$ cat src/rtl/banked_mem_ctrl.sv
// Banked ROM/SRAM controller with a Fibonacci-initialised ROM; 1-cycle response latency.
// Backpressure: req_ready is low while the post-reset SRAM clear runs, then high every cycle.
module banked_mem_ctrl #(
    parameter  int DATA_W  = 8,
    parameter  int BANK_AW = 3,
    parameter  int N_ROM   = 4,
    parameter  int N_SRAM  = 4,
    localparam int ADDR_W  = $clog2(N_ROM + N_SRAM) + BANK_AW
) (
    input  logic              clk,
    input  logic              rst_n,
    input  logic              req_valid,
    output logic              req_ready,
    input  logic              req_we,
    input  logic [ADDR_W-1:0] req_addr,
    input  logic [DATA_W-1:0] req_wdata,
    output logic              rsp_valid,
    output logic [DATA_W-1:0] rsp_rdata,
    output logic              rsp_err,
    output logic              busy
);
    localparam int N_BANK  = N_ROM + N_SRAM;
    localparam int BANK_W  = ADDR_W - BANK_AW;
    localparam int DEPTH   = 1 << BANK_AW;
    localparam int ROM_N   = N_ROM * DEPTH;
    localparam int SRAM_N  = N_SRAM * DEPTH;
    localparam int ROM_IW  = $clog2(ROM_N);
    localparam int SRAM_IW = $clog2(SRAM_N);

    typedef enum logic {ST_CLEAR, ST_IDLE} state_t;

    function automatic logic [DATA_W-1:0] fib(input int k);
        logic [DATA_W-1:0] a, b, t;
        a = DATA_W'(1);
        b = DATA_W'(1);
        for (int i = 2; i <= k; i++) begin
            t = a + b;
            a = b;
            b = t;
        end
        return b;
    endfunction

    state_t               state_q, state_d;
    logic [SRAM_IW-1:0]   clr_ptr_q, clr_ptr_d;
    logic                 rsp_valid_q, rsp_valid_d;
    logic [DATA_W-1:0]    rsp_rdata_q, rsp_rdata_d;
    logic                 rsp_err_q, rsp_err_d;
    logic [DATA_W-1:0]    sram_q [SRAM_N];
    logic [DATA_W-1:0]    rom_w  [ROM_N];

    logic [BANK_W-1:0]    bank;
    logic                 is_rom, is_sram, accept, wr_en;
    logic [ROM_IW-1:0]    rom_idx;
    logic [SRAM_IW-1:0]   sram_idx;

    for (genvar k = 0; k < ROM_N; k++) begin : g_rom
        assign rom_w[k] = fib(k);
    end

    // {bank, offset} is already the linear word index, so SRAM index is a plain subtract.
    assign bank     = req_addr[ADDR_W-1:BANK_AW];
    assign is_rom   = int'(bank) < N_ROM;
    assign is_sram  = !is_rom && (int'(bank) < N_BANK);
    assign rom_idx  = ROM_IW'(req_addr);
    assign sram_idx = SRAM_IW'(req_addr - ADDR_W'(ROM_N));
    assign accept   = req_valid && (state_q == ST_IDLE);
    assign wr_en    = accept && req_we && is_sram && rst_n;

    always_comb begin
        state_d   = state_q;
        clr_ptr_d = clr_ptr_q;
        if (state_q == ST_CLEAR) begin
            clr_ptr_d = clr_ptr_q + SRAM_IW'(1);
            if (clr_ptr_q == SRAM_IW'(SRAM_N - 1)) begin
                state_d   = ST_IDLE;
                clr_ptr_d = '0;
            end
        end
    end

    always_comb begin
        rsp_valid_d = accept;
        rsp_rdata_d = '0;
        rsp_err_d   = 1'b0;
        if (accept) begin
            if (is_rom) begin
                if (req_we) rsp_err_d   = 1'b1;
                else        rsp_rdata_d = rom_w[rom_idx];
            end else if (is_sram) begin
                if (!req_we) rsp_rdata_d = sram_q[sram_idx];
            end else begin
                rsp_err_d = 1'b1;
            end
        end
    end

    always_ff @(posedge clk) begin
        if (!rst_n) begin
            state_q     <= ST_CLEAR;
            clr_ptr_q   <= '0;
            rsp_valid_q <= 1'b0;
            rsp_rdata_q <= '0;
            rsp_err_q   <= 1'b0;
        end else begin
            state_q     <= state_d;
            clr_ptr_q   <= clr_ptr_d;
            rsp_valid_q <= rsp_valid_d;
            rsp_rdata_q <= rsp_rdata_d;
            rsp_err_q   <= rsp_err_d;
        end
    end

    always_ff @(posedge clk) begin
        if (state_q == ST_CLEAR && rst_n) sram_q[clr_ptr_q] <= '0;
        else if (wr_en)                   sram_q[sram_idx]  <= req_wdata;
    end

    assign busy      = (state_q == ST_CLEAR);
    assign req_ready = (state_q == ST_IDLE);
    assign rsp_valid = rsp_valid_q;
    assign rsp_rdata = rsp_rdata_q;
    assign rsp_err   = rsp_err_q;
endmodule
$ cat config.mk
export PLATFORM = sky130hd
export DESIGN_NAME = banked_mem_ctrl
export DESIGN_NICKNAME = d
export VERILOG_FILES = /design/src/rtl/banked_mem_ctrl.sv
export SDC_FILE = /design/constraint.sdc
export NUM_CORES = 1
export LEC_CHECK = 0
export CAP_MARGIN = 30
export CORE_MARGIN = 2
export CORE_UTILIZATION = 30
export CTS_BUF_LIST = sky130_fd_sc_hd__clkbuf_8
export CTS_CLUSTER_SIZE = 20
export DETAILED_ROUTE_END_ITERATION = 10
export HOLD_SLACK_MARGIN = 0.12
export PLACE_DENSITY = 0.42
export SETUP_SLACK_MARGIN = 0.5
export SYNTH_ARGS = -nofsm -noshare
export SYNTH_HDL_FRONTEND = slang
export SYNTH_SLANG_ARGS = --single-unit
$ cat constraint.sdc
create_clock -name clk -period 2.9 [get_ports clk]
set_input_delay 0.29 -clock clk [delete_from_list [all_inputs] [get_ports clk]]
set_output_delay 0.29 -clock clk [all_outputs]
set_load 0.02 [all_outputs]
==> results.txt <==
ys async rst share -> 0%
grt total ovfl -> 0
post-synthesis adder-cell area fraction -> 1.224%
cell family with most CP delay -> compound AO/OA/AOI/OAI gates
cell taking the most area after synthesis -> edfxtp_1
RSZ-0062 raised after global routing -> no
flops & latches, synth -> 272
multiplexer share of the synthesized area -> 15.39%
largest family of logic cells by synthesized area -> multiplexers
DRC -> 0
Crit-path slowest cell -> a22oi_1
Vias -> 6204
crit path max fanout -> 10
Synthesis Warnings -> 0
Setup Viol. Count Final -> 0
drt total wl -> 29980 um
initial antenna violation count -> 0
clock slew at reported path FFs -> 0.06 ns
FF+latch area -> 8011 sq um
CP arrival -> 2.58 ns
Post-Syn Nets -> 649
synthesized area per cell -> 18.13 sq um
I/O pin cnt -> 30
DIE AREA -> 39040 sq um
core area -> 36790 sq um
Cells after Synth -> 620
Max Slew Vio Count -> 0
fmax -> 441.9 MHz
multi-input combinational cell area -> 3085 sq um
xor/xnor cell area share of the yosys netlist -> 0%
Final HPWL DP -> 19510 um
Final Hold Viols -> 0
Post-CTS Setup Repair Bufs -> 0
EDFF count, synth -> 256
layout cells sized above 1 -> 27.02%
Worst Tran Pin Value -> 0.9334 ns
vias in the first global route -> 6579
worst slack, placed -> -0.04844 ns
worst path required time -> 3.22 ns
pin count of the biggest net entering global routing -> 34
status -> complete, no violations
Synth Flop Type -> edfxtp_1
RD Place Congestion -> 0.8956
compound-cell area share of the yosys netlist -> 3.962%
Setup CP Type -> register to register
sequential fraction of the synthesis area -> 71.22%
Wirelength per Cell -> 24.27 um
Worst Skew -> 0.02422 ns
Slowest Stage Delay on Critical Path -> 0.64 ns
final worst slack -> 0.6372 ns
top post-synthesis cells by area -> edfxtp_1 (68%), mux4_2 (11%), dfxtp_1 (2.8%), mux4_1 (2.6%), nor2_1 (1.5%)
DR iter-0 viols -> 510
total CTS buffers -> 47
worst-skew pair later-pin latency -> 0.57 ns
PwrDens -> 597.9 nW/um^2
startpoint types -> register
nets -> 760
I/O Buffers -> 29
Worst Setup End Kind -> register
cell with the most instances after synthesis -> edfxtp_1
TritonCTS clock tree -> done
CP Cell Sequence -> nand3_1 > inv_1 > nand3_1 > nor2_1 > a22oi_1 > buf_4 > nor2_1 > buf_4
area share of the largest cell type after synthesis -> 68.37%
num rows -> 70
post-route minimum period -> 2.263 ns
Max Cap Violations -> 0
antenna viol nets, final -> 0
Initial Utilization -> 30.56%
post-synthesis simple-gate area fraction -> 6.265%
Hold Path Class -> primary input to register
worst hold margin -> 0.3985 ns
Area Growth Syn to Fin -> 19.79%
Static Leak -> 4.997 nW
Synth Cell Area -> 11240 sq um
final period utilization -> 78.03%
first-pass GRT wire length -> 44570 um
Max VDD drop -> 240.0 uV
Max-slew headroom -> 36.17%
vias per inst -> 5.023
H-tree levels -> 2
post-synthesis cell type count -> 52
clock sinks -> 272
die height -> 197.6 um
Longest Clk Path Bufs -> 3
Die W -> 197.6 um
worst path buffer plus inverter count -> 3
DR pass1 iterations -> 5
total track usage -> 15.80%
clk root buf -> clkbuf_8
most frequent cells after synthesis -> edfxtp_1 (256), mux4_2 (56), nor2_1 (44)
Filler cells -> 3483
-- path summary, 6_finish.rpt --
path / from / endpoint / slack, ns / cells past startpoint
setup reg to reg: req_ready$_SDFF_PN0_ / sram_q[21][7]$_DFFE_PP_ / 0.64 / 8
hold / removal: req_valid / rsp_err$_SDFF_PN0_ / 0.40 / 3
hold reg to reg: req_ready$_SDFF_PN0_ / clr_ptr_q[0]$_SDFFE_PN0N_ / 0.61 / 2
setup / recovery: req_ready$_SDFF_PN0_ / sram_q[21][7]$_DFFE_PP_ / 0.64 / 8
-- cell usage in the layout, fill, tap and decap left out, types with 2 or more instances in the layout --
master	instances
nor3_1	18
a211oi_1	8
clkbuf_8	50
mux2_2	5
a21oi_1	9
mux4_2	56
nand2_1	36
mux2i_1	11
nand4_1	6
clkinv_2	10
nand2b_1	6
buf_12	6
nor3b_1	2
a22oi_1	3
clkdlybuf4s50_1	27
nor2b_1	10
a32oi_1	3
buf_4	60
nand3_1	13
clkinv_1	13
edfxtp_1	256
nor2_4	7
ha_1	11
a21boi_0	3
o211ai_1	2
o21ai_0	8
a2111oi_0	5
inv_1	13
o22ai_1	5
nor2_1	36
bufinv_16	3
a31oi_1	5
mux4_1	11
nor4_1	2
dfxtp_1	15
and2_1	9
-- worst register-to-register path, stage by stage, from the launching register on --
cell     delay [ns]
dfxtp_4        0.38
nand3_1        0.14
inv_1          0.12
nand3_1        0.12
nor2_1         0.07
a22oi_1        0.64
buf_4          0.28
nor2_1         0.06
buf_4          0.21
-- layer usage --
| layer | track usage (%) | up-vias | wire (um) |
|---|---|---|---|
| met5 | 0 | - | 0 |
| met4 | 4.567 | 0 | 625 |
| met3 | 2.766 | 49 | 1292 |
| met2 | 26.03 | 156 | 14430 |
| met1 | 21.48 | 3245 | 13630 |
| li1 | - | 2754 | - |
-- state kept, by name, indices dropped and copies added (netlist names) --
register,count
sram_q,256
rsp_rdata,8
clr_ptr_q,5
req_ready,1
rsp_err,1
rsp_valid,1
-- per-stage QoR --
| step | cells | setup TNS, ns | cell area [sq um] | utilization [%] | power [mW] |
|---|---|---|---|---|---|
| 2_1_floorplan | 620 | 0 | 11240 | - | 4.578 |
| 4_1_cts | 1234 | 0 | 13460 | 36.59 | 8.162 |
| 6_report | 1235 | 0 | 13470 | 36.61 | 8.052 |
| 3_3_place_gp | 1150 | 0 | 12480 | 33.94 | 4.742 |
| 5_1_grt | 1234 | 0 | 13470 | 36.61 | 8.353 |
| 3_5_place_dp | 1150 | -0.4734 | 12480 | 33.94 | 4.743 |
-- power by group --
part	total, mW	leakage [nW]	switching, mW	internal, mW
sequential	4.27	2.99	0.0143	4.26
combinational	0.394	1.50	0.227	0.167
clock	3.39	0.506	1.53	1.86
total	8.05	5.00	1.77	6.28
-- cells by family (layout without fill, tap and decap cells) --
| kind of cell | count (synthesis) | after routing |
|---|---|---|
| mux | 84 | 84 |
| buf+inv | 39 | 185 |
| fa+ha+maj | 11 | 11 |
| other cells | 0 | 1 |
| flops | 272 | 272 |
| compound gates | 64 | 64 |
| simple gates | 150 | 150 |
-- cell type report --
class,count,area share [%]
diodes,1,0.01858
flip-flops and latches,272,59.49
clock inverters,34,1.654
well taps,468,4.348
repair buffers,94,6.280
clock buffers,50,5.110
inverters,7,0.1951
multi-input cells,309,22.91
-- what timing repair did --
item                                    CTS  global route
gates resized for setup                  18             3
hold buffers                              0             0
pin swaps                                 0             0
endpoints found under the setup margin  181            49
No activity file was read; power rests on OpenSTA's default activity.
